## config.mk

```make
export PLATFORM = sky130hd
export DESIGN_NAME = common_lib_pseudo_uninvert_buf
export DESIGN_NICKNAME = d
export VERILOG_FILES = /design/src/rtl/common_lib_pseudo_uninvert_buf.sv
export SDC_FILE = /design/constraint.sdc
export NUM_CORES = 1
export LEC_CHECK = 0
export BUFFER_PORTS_ARGS = -buffer_cell sky130_fd_sc_hd__buf_2
export CORE_AREA = 2 2 406 408
export CTS_BUF_LIST = sky130_fd_sc_hd__clkbuf_16
export CTS_CLUSTER_SIZE = 10
export DETAILED_ROUTE_END_ITERATION = 6
export DIE_AREA = 0 0 408 410
export GPL_ROUTABILITY_DRIVEN = 0
export GPL_TIMING_DRIVEN = 0
export HOLD_SLACK_MARGIN = 0.08
export PLACE_DENSITY_LB_ADDON = 0.25
export SETUP_SLACK_MARGIN = 0.02
export SLEW_MARGIN = 25
export SYNTH_ARGS = -nofsm -noshare
export SYNTH_HDL_FRONTEND = slang
export SYNTH_SLANG_ARGS = --single-unit
```

## constraint.sdc

```tcl
create_clock -name clk -period 9 [get_ports clk]
set_clock_uncertainty 0.1 [all_clocks]
set_input_delay 2.25 -clock clk [delete_from_list [all_inputs] [get_ports clk]]
set_output_delay 2.25 -clock clk [all_outputs]
set_load 0.05 [all_outputs]
```

## src/rtl/common_lib_pseudo_uninvert_buf.sv

```systemverilog
// common_lib_pseudo_uninvert_buf: ping-pong reorder buffer returning pseudo-inverted frames to natural order.
// Define COMMON_LIB_PSEUDO_UNINVERT_BUF_OUT_REG_EN to add a registered output slice (+1 cycle latency).
module common_lib_pseudo_uninvert_buf #(
    parameter int S      = 4,
    parameter int B      = 2,
    parameter int DATA_W = 32,
    localparam int B_W   = $clog2(B),
    localparam int S_W   = $clog2(S),
    localparam int N     = B ** S,
    localparam int A_W   = S * B_W
) (
    input  logic              clk,
    input  logic              s_rst_n,
    input  logic [DATA_W-1:0] in_data,
    input  logic [S_W-1:0]    in_step,
    input  logic              in_vld,
    output logic              in_rdy,
    output logic [DATA_W-1:0] out_data,
    output logic              out_last,
    output logic              out_vld,
    input  logic              out_rdy
);
    typedef enum logic [1:0] {ST_EMPTY, ST_FILLING, ST_FULL, ST_DRAINING} bank_st_t;

    bank_st_t          r_st [2];
    bank_st_t          w_st_nxt [2];
    logic [DATA_W-1:0] r_mem [2][N];
    logic              r_wr_bank, r_rd_bank, r_iss_done;
    logic [A_W-1:0]    r_wr_cnt, r_rd_cnt;
    logic [S_W-1:0]    r_step;
    logic [DATA_W-1:0] r_sk_data [2];
    logic              r_sk_last [2];
    logic              r_sk_wp, r_sk_rp;
    logic [1:0]        r_sk_cnt;
    logic [S_W-1:0]    w_step_in, w_step;
    logic [A_W-1:0]    w_waddr;
    logic              w_wr, w_iss, w_sk_vld, w_sk_rdy, w_sk_pop, w_acc_last;

    // Input position z holds natural index v; digit j of v comes from digit src of z.
    function automatic logic [A_W-1:0] f_uninvert(input logic [A_W-1:0] z, input int st);
        logic [A_W-1:0] v;
        int src;
        v = '0;
        for (int j = 0; j < S; j++) begin
            src = (j < S - st) ? j + st : S - 1 - j;
            v[j*B_W +: B_W] = z[src*B_W +: B_W];
        end
        return v;
    endfunction

    assign w_step_in  = (int'(in_step) >= S) ? '0 : in_step;
    assign w_step     = (r_wr_cnt == '0) ? w_step_in : r_step;
    assign w_waddr    = f_uninvert(r_wr_cnt, int'(w_step));
    assign in_rdy     = (r_st[r_wr_bank] == ST_EMPTY) || (r_st[r_wr_bank] == ST_FILLING);
    assign w_wr       = in_vld && in_rdy;
    assign w_sk_vld   = r_sk_cnt != 2'd0;
    assign w_sk_pop   = w_sk_vld && w_sk_rdy;
    // Reads are issued only when the skid can absorb the result next cycle.
    assign w_iss      = ((r_st[r_rd_bank] == ST_FULL) || (r_st[r_rd_bank] == ST_DRAINING && !r_iss_done))
                        && (r_sk_cnt != 2'd2 || w_sk_pop);
    assign w_acc_last = out_vld && out_rdy && out_last;

    always_comb begin
        w_st_nxt = r_st;
        if (w_wr)
            w_st_nxt[r_wr_bank] = (&r_wr_cnt) ? ST_FULL : ST_FILLING;
        if (r_st[r_rd_bank] == ST_FULL)
            w_st_nxt[r_rd_bank] = ST_DRAINING;
        if (w_acc_last)
            w_st_nxt[r_rd_bank] = ST_EMPTY;
    end

    always_ff @(posedge clk) begin
        if (w_wr)
            r_mem[r_wr_bank][w_waddr] <= in_data;
    end

    always_ff @(posedge clk or negedge s_rst_n) begin
        if (!s_rst_n) begin
            r_st       <= '{ST_EMPTY, ST_EMPTY};
            r_wr_bank  <= 1'b0;
            r_rd_bank  <= 1'b0;
            r_iss_done <= 1'b0;
            r_wr_cnt   <= '0;
            r_rd_cnt   <= '0;
            r_step     <= '0;
            r_sk_data  <= '{'0, '0};
            r_sk_last  <= '{1'b0, 1'b0};
            r_sk_wp    <= 1'b0;
            r_sk_rp    <= 1'b0;
            r_sk_cnt   <= 2'd0;
        end else begin
            r_st <= w_st_nxt;
            if (w_wr) begin
                r_wr_cnt <= r_wr_cnt + 1'b1;
                if (r_wr_cnt == '0)
                    r_step <= w_step_in;
                if (&r_wr_cnt)
                    r_wr_bank <= !r_wr_bank;
            end
            if (w_iss) begin
                r_rd_cnt           <= r_rd_cnt + 1'b1;
                r_iss_done         <= &r_rd_cnt;
                r_sk_data[r_sk_wp] <= r_mem[r_rd_bank][r_rd_cnt];
                r_sk_last[r_sk_wp] <= &r_rd_cnt;
                r_sk_wp            <= !r_sk_wp;
            end
            if (w_sk_pop)
                r_sk_rp <= !r_sk_rp;
            if (w_acc_last) begin
                r_rd_bank  <= !r_rd_bank;
                r_iss_done <= 1'b0;
            end
            r_sk_cnt <= r_sk_cnt + {1'b0, w_iss} - {1'b0, w_sk_pop};
        end
    end

`ifdef COMMON_LIB_PSEUDO_UNINVERT_BUF_OUT_REG_EN
    logic              r_o_vld, r_o_last;
    logic [DATA_W-1:0] r_o_data;

    assign w_sk_rdy = !r_o_vld || out_rdy;

    always_ff @(posedge clk or negedge s_rst_n) begin
        if (!s_rst_n) begin
            r_o_vld  <= 1'b0;
            r_o_last <= 1'b0;
            r_o_data <= '0;
        end else if (w_sk_rdy) begin
            r_o_vld  <= w_sk_vld;
            r_o_last <= w_sk_vld && r_sk_last[r_sk_rp];
            r_o_data <= r_sk_data[r_sk_rp];
        end
    end

    assign out_vld  = r_o_vld;
    assign out_last = r_o_last;
    assign out_data = r_o_data;
`else
    assign w_sk_rdy = out_rdy;
    assign out_vld  = w_sk_vld;
    assign out_last = w_sk_vld && r_sk_last[r_sk_rp];
    assign out_data = r_sk_data[r_sk_rp];
`endif
endmodule

```

==> results.py <==
metrics = {
    "pwr": {
        "seq_power_share": 0.370,
        "switching_share": 0.368,
        "p_leak_nw": 18.1,
        "clkPwrFrac": 0.274,
        "ir_worst_vdd_mv": 0.187,
        "power_density_nw_per_um2": 328,
        "p_int_mw": 10.9,
        "pwr-share-comb": 0.356,
        "p_sw_mw": 6.33,
    },
    "logic_synthesis": {
        "yosysWarnings": 0,
        "ys_top_cells_by_area": "edfxtp_1 (70%), mux2i_1 (12%), dfrtp_1 (5.0%)",
        "synth-seq-cells": 1111,
        "synthArstFlopShare": 0.0783,
        "netlist_instances": 2447,
        "synth-main-ff-cell": "edfxtp_1",
        "syn-num-nets": 2490,
        "post_synth_num_cell_types": 53,
        "syn_area_per_cell_sq_um": 17.8,
        "syn_area_sq_um": 43700,
        "synth_top_area_frac": 0.704,
        "synth_edf_count": 1024,
        "yosysTopAreaCell": "edfxtp_1",
        "synth_common_cells": "edfxtp_1 (1024), mux2i_1 (516), a22oi_1 (256), a21oi_1 (146), mux2_2 (97)",
        "yosysMostFrequentCell": "edfxtp_1",
        "seq_area_frac_synth": 0.754,
    },
    "global_route": {
        "grt_first_pass_wirelength_um": 185000,
        "grt_util_all_layers": 0.157,
        "grt_pass1_vias": 23700,
        "gr-total-overflow": 0,
        "antenna_found_initial": 12,
        "grt_max_degree": 64,
    },
    "floorplan": {
        "pin_count": 73,
        "die_area_sq_um": 167000,
        "die_y_um": 410,
        "coreArea_sq_um": 163000,
        "initial_utilization": 0.267,
        "die_x_um": 408,
        "rows": 149,
    },
    "clock_network": {
        "h-tree-depth": 4,
        "root_buffer": "clkbuf_16",
        "post-cts-setup-buffer-count": 0,
        "clockBufferDepth": 3,
        "cts.repair.resized": 0,
        "ctsHoldBuffers": 0,
        "cts_tree": "yes",
        "clk_latency_ns": 0.74,
        "cts_buffers": 131,
        "clkSinkCount": 1111,
        "clkTransAtPathRegs_ns": 0.05,
    },
    "finish": {
        "syn_to_final_growth_pct": 20.1,
        "nNetsFinal": 2762,
        "nFillCells": 15800,
        "design_area_sq_um": 52500,
        "final_core_util": 0.321,
        "regArea_sq_um": 32900,
        "drive_above_1_share": 0.175,
        "multiInputGateArea_sq_um": 10200,
    },
    "placed_design": {
        "dpl.hpwl_um": 91800,
        "place_ws_ns": 3.51,
        "portBuffers": 72,
        "detailed_place.area_sq_um": 48700,
    },
    "timing": {
        "slew_headroom": 0.285,
        "hold_viol_final": 0,
        "setup_ws_ns": 3.41,
        "slew_viol_final": 0,
        "min_period_ns": 5.59,
        "hold_slack_ns": 0.381,
        "finalCritPeriodShare": 0.621,
        "finalSetupViolations": 0,
        "fmax_mhz": 179,
        "rsz0062_at_grt": "no",
        "worstMarginPinSlew_ns": 1.07,
    },
    "detailed_routing": {
        "vias": 23700,
        "antenna_left": 0,
        "vias_per_cell": 4.76,
        "first_pass_iters": 7,
        "wl_per_cell_um": 26.7,
        "drc": 0,
        "routed_wl_um": 133000,
        "drt_first_iter_violations": 2302,
    },
    "worst_setup_path": {
        "startpoint": "r_sk_rp",
        "path_max_fanout": 10,
        "crit_type": "reg2out",
        "cp-start-kind": "flip-flop",
        "end_kind": "primary output",
        "r2r-start": "r_wr_cnt[0]",
        "required_ns": 6.65,
        "worstPathArrival_ns": 3.24,
    },
    "min_path": {
        "worst_hold_path_type": "reg2reg",
        "min_from": "r_sk_data[6]",
    },
    "status": {
        "status": "complete, no violations",
    },
    "job": {
        "drv_cap": 0,
    },
}
-- final cells by class --
cell class	instances	share of cell area
Buffer	143	0.0139
Multi-Input combinational cell	1181	0.195
Tap cell	2189	0.0522
Clock inverter	59	0.00513
Timing Repair Buffer	139	0.0394
Inverter	12	0.000859
Sequential cell	1111	0.628
Clock buffer	137	0.0654
Antenna cell	4	0.000191
-- cells by family after synthesis --
kind of cell             share of synthesized area
AND/OR/NAND/NOR                             0.0138
flip-flops                                   0.754
XOR/XNOR                                   0.00221
multiplexers                                 0.144
adder cells (fa/ha/maj)                    0.00143
buffers and inverters                       0.0177
AO/OA/AOI/OAI                               0.0668
-- per-layer routing --
layer	part of all wire	GRT usage	up-vias	wire length, um
met5	0.00033	0	-	44
met4	0.018	0.0374	6	2430
met3	0.058	0.0276	152	7660
met2	0.47	0.254	700	62600
met1	0.45	0.217	12400	60100
li1	-	-	10400	-
-- path summary, 6_finish.rpt --
kind | endpoint | slack [ns] | cells past startpoint
max in group asynchronous | r_sk_data[40] | 6.86 | 2
hold reg to reg | r_sk_data[6] | 0.38 | 1
setup reg to reg | r_mem[0][165] | 4.31 | 10
setup / recovery | out_data[11] | 3.41 | 4
hold / removal | r_sk_data[6] | 0.38 | 1
min in group asynchronous | r_sk_data[24] | 1.26 | 1
-- critical path, stage by stage, from the launching register on --
cell      delay, ns
dfrtp_1        0.31
clkbuf_1       0.56
buf_1          0.81
mux2_2         0.53
buf_2          0.25
-- placed cells by master (no fill, tap or decap), drive strengths merged, types with 2 or more instances in the layout --
cell	count
edfxtp	1024
nor4	32
o32ai	3
clkinv	2
o211a	2
o21ai	11
xnor2	8
a21oi	146
nor2	31
mux2i	516
diode	4
a22oi	256
dfrtp	87
nand2b	6
nor2b	5
inv	68
ha	5
xor2	3
and3	2
mux2	99
nor3b	5
o21a	2
o211ai	2
nand3	4
a211oi	3
and2	2
nand2	21
buf	212
clkbuf	207
nor3	2
-- sequential cells by signal, summed over array words and instances (netlist names) --
name	flops
r_iss_done	1
r_rd_cnt	4
r_wr_cnt	4
r_rd_bank	1
r_sk_data	64
r_sk_wp	1
r_step	2
r_sk_last	2
r_wr_bank	1
r_st	4
r_sk_cnt	2
r_mem	1024
r_sk_rp	1
-- power groups by stage --
stage	Combinational, mW	Clock, mW	Sequential (mW)
2_1_floorplan	3.64	0	6.43
3_3_place_gp	5.87	0	6.49
3_5_place_dp	6.17	0	6.46
4_1_cts	6.19	4.81	6.36
5_1_grt	6.45	5.00	6.41
6_report	6.13	4.71	6.36
-- metrics by stage --
stage | std cells | power [mW] | setup TNS [ns]
after global placement | 4708 | 12.4 | -12.01
final | 4975 | 17.2 | 0
after floorplan | 2447 | 10.1 | 0
after CTS | 4971 | 17.4 | 0
after detailed placement | 4775 | 12.6 | 0
after global routing | 4971 | 17.9 | 0
(Power assumes the default switching activity.)
